==> config.mk <==
export PLATFORM = sky130hd
export DESIGN_NAME = serial_word_capture
export DESIGN_NICKNAME = d
export VERILOG_FILES = /design/src/rtl/serial_word_capture.sv
export SDC_FILE = /design/constraint.sdc
export NUM_CORES = 1
export LEC_CHECK = 0
export CORE_MARGIN = 8
export CORE_UTILIZATION = 58
export DETAILED_ROUTE_END_ITERATION = 7
export PLACE_DENSITY = 0.8
export SYNTH_ARGS = -nofsm -noshare
export SYNTH_HDL_FRONTEND = slang
export SYNTH_SLANG_ARGS = --single-unit
==> constraint.sdc <==
create_clock -name clock -period 6.7 [get_ports clock]
set_input_delay 1.005 -clock clock [delete_from_list [all_inputs] [get_ports clock]]
set_output_delay 1.005 -clock clock [all_outputs]
set_load 0.005 [all_outputs]
==> src/rtl/serial_word_capture.sv <==
// Serial-to-parallel word receiver: assembles LSB-first bits into words and stores each completed
// word at an auto-incrementing address, with a registered read port for checking the contents.
module serial_word_capture #(
  parameter int unsigned WORD_WIDTH = 8,
  parameter int unsigned DEPTH      = 16
) (
  input  logic                          clock,
  input  logic                          clear,
  input  logic                          bit_valid,
  input  logic                          bit_in,
  input  logic                          realign,
  input  logic [$clog2(DEPTH)-1:0]      rd_addr,
  output logic [WORD_WIDTH-1:0]         rd_data,
  output logic [WORD_WIDTH-1:0]         word_out,
  output logic                          word_valid,
  output logic [$clog2(DEPTH)-1:0]      word_addr,
  output logic [$clog2(WORD_WIDTH)-1:0] bit_count,
  output logic [$clog2(DEPTH):0]        word_count,
  output logic                          full,
  output logic                          overflow
);

  localparam int unsigned CntW  = $clog2(WORD_WIDTH);
  localparam int unsigned AddrW = $clog2(DEPTH);
  localparam int unsigned WcW   = AddrW + 1;

  localparam logic [CntW-1:0] LastBit   = CntW'(WORD_WIDTH - 1);
  localparam logic [WcW-1:0]  FullCount = WcW'(DEPTH);

  logic [WORD_WIDTH-1:0] mem_q [DEPTH];

  logic [WORD_WIDTH-2:0] shift_q, shift_d;
  logic [CntW-1:0]       bit_cnt_q, bit_cnt_d;
  logic [AddrW-1:0]      wr_ptr_q, wr_ptr_d;
  logic [WcW-1:0]        word_count_q, word_count_d;
  logic                  full_q, full_d;
  logic                  overflow_q, overflow_d;
  logic [WORD_WIDTH-1:0] word_out_q, word_out_d;
  logic [AddrW-1:0]      word_addr_q, word_addr_d;
  logic                  word_valid_q, word_valid_d;
  logic [WORD_WIDTH-1:0] rd_data_q;

  logic [CntW-1:0]       cnt_base;
  logic [WORD_WIDTH-2:0] shift_base;
  logic                  complete;
  logic                  store;
  logic [WORD_WIDTH-1:0] new_word;

  always_comb begin
    // realign zeroes the partial state before the current bit is considered
    cnt_base   = realign ? '0 : bit_cnt_q;
    shift_base = realign ? '0 : shift_q;
    complete   = bit_valid && !realign && (bit_cnt_q == LastBit);
    store      = complete && !full_q;
    new_word   = {bit_in, shift_q};

    bit_cnt_d = cnt_base;
    shift_d   = shift_base;
    if (bit_valid) begin
      if (complete) begin
        bit_cnt_d = '0;
        shift_d   = '0;
      end else begin
        shift_d[cnt_base] = bit_in;
        bit_cnt_d         = cnt_base + 1'b1;
      end
    end

    wr_ptr_d     = wr_ptr_q;
    word_count_d = word_count_q;
    word_out_d   = word_out_q;
    word_addr_d  = word_addr_q;
    word_valid_d = 1'b0;
    if (store) begin
      wr_ptr_d     = wr_ptr_q + 1'b1;
      word_count_d = word_count_q + 1'b1;
      word_out_d   = new_word;
      word_addr_d  = wr_ptr_q;
      word_valid_d = 1'b1;
    end

    full_d     = (word_count_d == FullCount);
    overflow_d = overflow_q | (complete & full_q);
  end

  always_ff @(posedge clock) begin
    if (clear) begin
      shift_q      <= '0;
      bit_cnt_q    <= '0;
      wr_ptr_q     <= '0;
      word_count_q <= '0;
      full_q       <= 1'b0;
      overflow_q   <= 1'b0;
      word_out_q   <= '0;
      word_addr_q  <= '0;
      word_valid_q <= 1'b0;
    end else begin
      shift_q      <= shift_d;
      bit_cnt_q    <= bit_cnt_d;
      wr_ptr_q     <= wr_ptr_d;
      word_count_q <= word_count_d;
      full_q       <= full_d;
      overflow_q   <= overflow_d;
      word_out_q   <= word_out_d;
      word_addr_q  <= word_addr_d;
      word_valid_q <= word_valid_d;
    end
  end

  // Store has no reset; the non-blocking read sees pre-write contents on a same-edge collision.
  always_ff @(posedge clock) begin
    if (!clear && store) begin
      mem_q[wr_ptr_q] <= new_word;
    end
  end

  always_ff @(posedge clock) begin
    if (clear) begin
      rd_data_q <= '0;
    end else begin
      rd_data_q <= mem_q[rd_addr];
    end
  end

  assign rd_data    = rd_data_q;
  assign word_out   = word_out_q;
  assign word_valid = word_valid_q;
  assign word_addr  = word_addr_q;
  assign bit_count  = bit_cnt_q;
  assign word_count = word_count_q;
  assign full       = full_q;
  assign overflow   = overflow_q;

endmodule

## After elaboration in Yosys (flattened, before gate mapping)

Memories as Yosys holds them, arrays and structs flattened. A register that Yosys moved wholly into a read port is not among the register bits.
Cells that the tools add are included.

- Bits in registers: 34
- Memory bits (writable): 128
- Bits of input ports: 9
- Output and inout bits: 31
- Memories: 1

- Add/subtract/negate cells: 3
- Order comparisons: 2
- Equal/unequal tests: 2
- Mux-type cells: 13
- Bitwise operators: 2
- Reductions and logical operators: 8

Memory list:

| memory | depth | width | read ports | clocked after Yosys merged registers in | wr ports | line | source |
|---|---|---|---|---|---|---|---|
| mem_q | 16 | 8 | 1 | 1 | 1 | 30 | `logic [WORD_WIDTH-1:0] mem_q [DEPTH];` |

Operator list:

| kind | count |
|---|---|
| 7-bit 2-to-1 mux | 3 |
| 3-bit 2-to-1 mux | 3 |
| 7-bit bitwise mux | 1 |
| 5-bit by 1-bit adder with 5-bit output, second input constant | 1 |
| 5-bit == test, second input constant | 1 |
| 1-bit logical AND | 5 |
| 5-bit 2-to-1 mux | 1 |
| 4-bit by 1-bit adder with 4-bit output, second input constant | 1 |
| 3-bit by 4-bit less-than comparator with 1-bit output, second input constant | 1 |
| 1-bit 2-to-1 mux | 4 |
| 3-bit by 1-bit adder with 3-bit output, second input constant | 1 |
| 1-bit demux with 3-bit select | 1 |
| 3-bit == test, second input constant | 1 |
| 3-bit by 1-bit greater-or-equal comparator with 1-bit output, second input constant | 1 |
| 1-bit logical NOT | 3 |
| 1-bit AND | 1 |
| 1-bit OR | 1 |

## Logic depth before layout (Yosys ltp)

Gate-level depths: netlist of the first run.

- Depth after elaboration: 8
- Gate-level depth with buffers: 6
- Gate-level depth less buffers: 5

## Worst setup path before layout of the first run

No wires, ideal clock.

- Kind: input to register
- Start: input port realign
- End: memory mem_q[0][0] (enable)
- Library setup time: 383 ps
- Arrival time: 2495 ps
- Path slack: 3821 ps
- Stages: 5
- Cells stage by stage: buf_2 > nand4bb_4 > nor3_1 > nand2_1 > nor3_1

- Cells in the longest elaborated chain, start to end: 7

Ends and longest elaborated chain:

| item | line | source |
|---|---|---|
| start: declaration | 11 | `input logic realign,` |
| 1-bit logical NOT | 53 | `complete = bit_valid && !realign && (bit_cnt_q == LastBit);` |
| 1-bit logical AND (2 in series) | 53 |  |
| 1-bit logical AND | 54 | `store = complete && !full_q;` |
| 1-bit logical AND | 112 | `if (!clear && store) begin` |
| 1-bit 2-to-1 mux | 112 |  |
| 1-bit 2-to-1 mux (not written as such) | 113 | `mem_q[wr_ptr_q] <= new_word;` |
| end: declaration | 30 |  |

Every way passes these cells.

## Final worst setup path of the first run

- Start: input port bit_valid
- End: memory mem_q[1][0] (enable)

- Cells in the longest elaborated chain, start to end: 6

Ends and longest elaborated chain:

| item | line | source |
|---|---|---|
| start: declaration | 9 | `input logic bit_valid,` |
| 1-bit logical AND (2 in series) | 53 |  |
| 1-bit logical AND | 54 |  |
| 1-bit logical AND | 112 |  |
| 1-bit 2-to-1 mux | 112 |  |
| 1-bit 2-to-1 mux (not written as such) | 113 |  |

Every way passes these cells.

==> results of run 1 <==
-- through the flow --
| step | cell area (µm²) | hold slack (ps) | instances | utilization (%) | power (mW) |
|---|---|---|---|---|---|
| after floorplan | 6770 | 453 | 482 | - | 1.20 |
| final | 7780 | 461 | 672 | 68.1 | 2.11 |
| after global placement | 7230 | 452 | 640 | 63.3 | 1.22 |
| after CTS | 7780 | 461 | 672 | 68.1 | 2.12 |
| after global routing | 7780 | 477 | 672 | 68.1 | 2.17 |
| after detailed placement | 7230 | 449 | 640 | 63.3 | 1.23 |
-- placed cells by master, fill, tap and decap left out, types with 2 or more instances in the layout --
cell type,netlist,routed
dfxtp_1,42,42
mux4_2,7,7
clkbuf_16,0,17
buf_4,5,2
nor2_1,26,26
and2_1,4,4
clkbuf_8,0,2
nand2_1,47,47
mux2i_1,50,50
xnor2_1,8,8
o21ai_0,11,11
nand3_1,23,23
clkdlybuf4s50_1,0,38
a22oi_1,25,25
inv_1,7,7
ha_1,6,6
nand2b_1,9,9
nor2b_1,6,6
nor3_1,13,13
clkinvlp_4,0,3
a21oi_1,22,22
a32oi_1,2,2
edfxtp_1,128,128
xor2_1,2,2
clkinv_1,0,2
and3_1,2,2
clkinv_2,0,4
-- flip-flops by register name (all words and copies together) (netlist names) --
signal / cells
mem_q: 128
bit_count: 3
word_out: 8
word_count: 5
shift_q: 7
rd_data: 8
full: 1
word_valid: 1
wr_ptr_q: 4
overflow: 1
word_addr: 4
-- worst min-delay path: stages (launching register included) --
cell	delay, ps
dfxtp_1	310
nand2_1	50
a21oi_1	50
-- power groups by stage --
stage | clock, mW | combinational (mW) | sequential [mW]
after floorplan | 0 | 0.0448 | 1.15
after global routing | 0.957 | 0.0763 | 1.13
final | 0.904 | 0.0709 | 1.13
after CTS | 0.912 | 0.0709 | 1.13
after global placement | 0 | 0.0685 | 1.16
after detailed placement | 0 | 0.0702 | 1.16
-- area by class of cell --
cell class                      instances  area (µm²)
Timing Repair Buffer                   41         400
Clock buffer                           20         457
Multi-Input combinational cell        279        1940
Sequential cell                       170        4680
Clock inverter                         12        97.6
Fill cell                             792        3640
Inverter                                7        26.3
Tap cell                              143         179
-- metal layers --
metal	routed length, µm	vias up	global-route usage (%)
met3	1070	18	4.81
met2	6520	177	29.3
met4	240	0	7.96
met1	6050	1969	25.9
met5	0	-	0
li1	-	1867	-
-- cell families after synthesis --
kind of cell             count (synthesis)  synth area share (%)
AO/OA/AOI/OAI                           67                  6.38
XOR/XNOR                                10                  1.29
adder cells (fa/ha/maj)                  6                  1.11
buffers and inverters                   33                  2.22
flip-flops                             170                  69.2
multiplexers                            57                  9.72
AND/OR/NAND/NOR                        139                  10.1
-- worst paths after layout --
path                                 start                        to  slack, ps  cells past startpoint
setup / recovery                 bit_valid     mem_q[1][0]$_DFFE_PP_       3050                      5
setup reg to reg   bit_count[1]$_SDFF_PP0_     mem_q[1][0]$_DFFE_PP_       3790                      4
hold reg to reg   word_out[0]$_SDFFE_PP0P_  word_out[0]$_SDFFE_PP0P_        460                      2
hold / removal    word_out[0]$_SDFFE_PP0P_  word_out[0]$_SDFFE_PP0P_        460                      2
==> key figures, run 1 <==
Outcome
  – Status: completed

STA
  – Worst rel slew slack: 19.3%
  – Final setup viols: 0
  – Setup ws final: 3050 ps
  – Slew Limit Fails: 0
  – Fin crit period: 3650 ps
  – RSZ-0062 raised after global routing: no
  – Clock Skews: 11.0 ps
  – Crit share post-route: 54.4%
  – Slew @ Worst Pin: 1200 ps
  – Final hold violation count: 0
  – TNS Setup: 0 ps
  – Fmax: 274 MHz

Layout
  – Fin nets: 531
  – Layout cell share with drive strength beyond 1: 8.32%
  – Layout area overhead: 14.9%
  – Antenna diode count: 0

Die
  – Initial Util: 59.3%
  – Die area: 15400 µm²
  – Chip Height: 124 µm
  – Cell Rows: 39
  – Core area: 11400 µm²
  – IO Count: 40
  – Die Wd: 124 µm

Critical path
  – Family with the most delay on the worst path: simple AND/OR/NAND/NOR gates
  – Startpoint Class: primary input
  – CP required: 6730 ps
  – Critical Path End Type: flip-flop
  – Crit Path Class: primary input to flip-flop
  – Sum of buffers and inverters on the critical path: 1
  – WP data arrival: 3680 ps
  – Crit-path cells: clkdlybuf4s50_1 > nand2_1 > nor3_1 > nand2_1 > nor3_1
  – Worst path slowest cell: nor3_1
  – CP max stage delay: 960 ps
  – Crit-path max FO: 14

Global routing
  – Pin count of the biggest net entering global routing: 37
  – First-pass GRT wire length: 21800 µm
  – GRT Util Overall: 19.2%
  – Initial antenna violation count: 0
  – Vias in the first global route: 4006
  – GRT Residual Overflow: 0

Pwr
  – Flop pwr share: 53.7%
  – Leak: 2.49 nW
  – Sw frac: 20.1%
  – Sw power: 0.424 mW
  – Worst IR drop on VDD: 0.156 mV
  – Power share of the combinational group: 3.4%
  – Clk pwr share: 42.9%
  – PD cells: 271 nW/µm²
  – Pint: 1.68 mW

Yosys
  – Top_reg_cell synth: edfxtp_1
  – Mapped Area: 6770 µm²
  – Most area-consuming cells after synthesis: edfxtp_1 57%, dfxtp_1 12%, mux2i_1 7.4%
  – Register area share after synthesis: 69.2%
  – Avg Cell Area, Syn: 14.0 µm²
  – Synth warnings: 0
  – Share of the synthesized area in the top cell type: 56.8%
  – Syn nets: 497
  – Top cell type by total area after synthesis: edfxtp_1
  – Asr flop ratio synth: 0%
  – Post-synth top cells: 128 x edfxtp_1, 50 x mux2i_1, 47 x nand2_1
  – Post-synth EDFFs: 128
  – Post-Synthesis Cells: 482
  – Yosys cell types: 40
  – Synthesis-stage register bit count: 170
  – Most frequent cell after synthesis: edfxtp_1

Clock tree
  – Hold Buf Count CTS: 0
  – Worst-Skew Late Latency: 420 ps
  – H-Tree Depth: 4
  – CTS buffer count: 17
  – Root buf cell: clkbuf_16
  – CTS tree: built
  – Post-CTS Setup Bufs: 0
  – Max Buffers Root-to-Sink: 2
  – Clk pin slew, worst setup/hold paths: 60 ps
  – Clock sinks: 170
  – Resized cells post-CTS: 0

Detailed routing
  – Routed Antenna Nets: 0
  – Via count: 4031
  – WL/cell: 20.7 µm
  – Drt drc: 0
  – DRT Pass-1 Iters: 5
  – Via density per instance: 6.00
  – DRT Wirelength: 13900 µm
  – Drt initial violations: 463

Placed design
  – Port Buf Inserts: 39
  – RePlAce Congestion: 0.813
  – HPWL Detailed: 8740 µm
  – Dpl ws: 2630 ps

Worst hold path
  – Hold crit path type: flip-flop to flip-flop

Flow run
  – Max_cap viols: 0
(Power assumes the default switching activity.)
==> inputs of run 2 (changes only) <==
==> constraint.sdc (replaced) <==
create_clock -name clock -period 3.8 [get_ports clock]
set_input_delay 0.57 -clock clock [delete_from_list [all_inputs] [get_ports clock]]
set_output_delay 0.57 -clock clock [all_outputs]
set_load 0.005 [all_outputs]
==> run 2 against run 1 <==
Against the previous run:
- largest power group unchanged
- cell count rose by 1.6%
- first-iteration DRC count fell by 8.9%
- setup slack got worse by 2100 ps
- non-clock buffer count rose by 11
- power rose by 80%
- register-to-register slack got worse by 2600 ps
==> key figures, run 2 (same netlist as run 1, synthesis figures left out) <==
Outcome
  – Status: completed

Clock tree
  – Clk pin slew, worst setup/hold paths: 60 ps
  – Clock sinks: 170
  – Root buf cell: clkbuf_16
  – H-Tree Depth: 4
  – Worst-Skew Late Latency: 430 ps
  – Hold Buf Count CTS: 0
  – CTS buffer count: 17
  – Post-CTS Setup Bufs: 0
  – Resized cells post-CTS: 0
  – Max Buffers Root-to-Sink: 2
  – CTS tree: built

Layout
  – Most common cell after layout, fill and taps aside: edfxtp_1
  – Utilization after layout: 69.1%
  – Fin nets: 542
  – Design Area, Final: 7890 µm²
  – Most frequent cells in the layout: 128 x edfxtp_1, 50 x mux2i_1, 47 x nand2_1
  – Finished Layout Cells: 683
  – Layout area overhead: 16.5%
  – Fill count: 767
  – Layout cell share with drive strength beyond 1: 10.6%
  – Antenna diode count: 0
  – Most flops, register: mem_q
  – Largest register FFs: 128

Critical path
  – Worst R2R Setup Slack: 1220 ps
  – Crit Path Class: primary input to flip-flop
  – Crit-path max FO: 11
  – WP data arrival: 2870 ps
  – Startpoint Class: primary input
  – Critical Path End Type: flip-flop
  – CP required: 3860 ps

Placed design
  – DP Cell Count: 651
  – Port Buf Inserts: 39
  – HPWL Detailed: 8990 µm
  – RePlAce Congestion: 0.814
  – Area after DPL: 7310 µm²
  – Dpl ws: 602 ps

Pwr
  – Worst IR drop on VDD: 0.313 mV
  – Leak: 2.56 nW
  – Final Power: 3.79 mW
  – PD cells: 481 nW/µm²

Flow run
  – Max_cap viols: 0

Worst hold path
  – Hold crit path type: flip-flop to flip-flop

Detailed routing
  – Via count: 4065
  – Drt initial violations: 422
  – Via density per instance: 5.95
  – Routed Antenna Nets: 0
  – Drt drc: 0
  – DRT Pass-1 Iters: 5
  – WL/cell: 20.8 µm
  – DRT Wirelength: 14200 µm

Die
  – Core area: 11400 µm²
  – Die Wd: 124 µm
  – Cell Rows: 39
  – Die area: 15400 µm²
  – Initial Util: 59.3%
  – IO Count: 40
  – Chip Height: 124 µm

Global routing
  – GRT Util Overall: 19.7%
  – GRT Residual Overflow: 0
  – Pin count of the biggest net entering global routing: 36
  – Vias in the first global route: 4084
  – First-pass GRT wire length: 22300 µm
  – Initial antenna violation count: 0

STA
  – Hold_ws: 459 ps
  – Worst rel slew slack: 35.3%
  – TNS Setup: 0 ps
  – Crit share post-route: 74.0%
  – Fin crit period: 2810 ps
  – Final setup viols: 0
  – Setup ws final: 987 ps
  – Fmax: 356 MHz
  – Clock Skews: 7.67 ps
  – RSZ-0062 raised after global routing: no
  – Slew Limit Fails: 0
  – Final hold violation count: 0
  – Slew @ Worst Pin: 968 ps
-- run 2: final timing paths --
kind | from | cells past startpoint | endpoint
setup / recovery | realign | 5 | mem_q[8][7]$_DFFE_PP_
hold / removal | word_out[2]$_SDFFE_PP0P_ | 2 | word_out[2]$_SDFFE_PP0P_
setup reg to reg | bit_count[0]$_SDFF_PP0_ | 4 | mem_q[8][7]$_DFFE_PP_
hold reg to reg | word_out[2]$_SDFFE_PP0P_ | 2 | word_out[2]$_SDFFE_PP0P_
-- run 2: worst max-delay path, cell delays in order --
cell and delay, ps:
clkdlybuf4s50_1 600, nand4bb_4 350, nor3_1 450, nand2_1 280, nor2_1 610
-- run 2: routing by layer --
layer / vias to the layer above / wire [µm] / track usage, %
li1: 1895 / - / -
met1: 1965 / 6040 / 24.8
met2: 173 / 6770 / 31.2
met3: 32 / 1050 / 5.71
met4: 0 / 349 / 8.40
met5: - / 0 / 0
-- run 2: where the power goes --
| group | total [mW] | switching (mW) | internal, mW | leakage [nW] |
|---|---|---|---|---|
| Clock | 1.67 | 0.703 | 0.965 | 0.273 |
| Sequential | 2.00 | 0.0112 | 1.99 | 1.39 |
| Combinational | 0.129 | 0.0711 | 0.0578 | 0.898 |
-- run 2: cell type report --
type,instances,area [µm²],share of cell area (%)
clock buffers,17,425,5.39
repair buffers,52,483,6.12
clock inverters,15,153,1.94
multi-input cells,279,1940,24.5
well taps,143,179,2.27
flip-flops and latches,170,4680,59.4
inverters,7,26.3,0.333
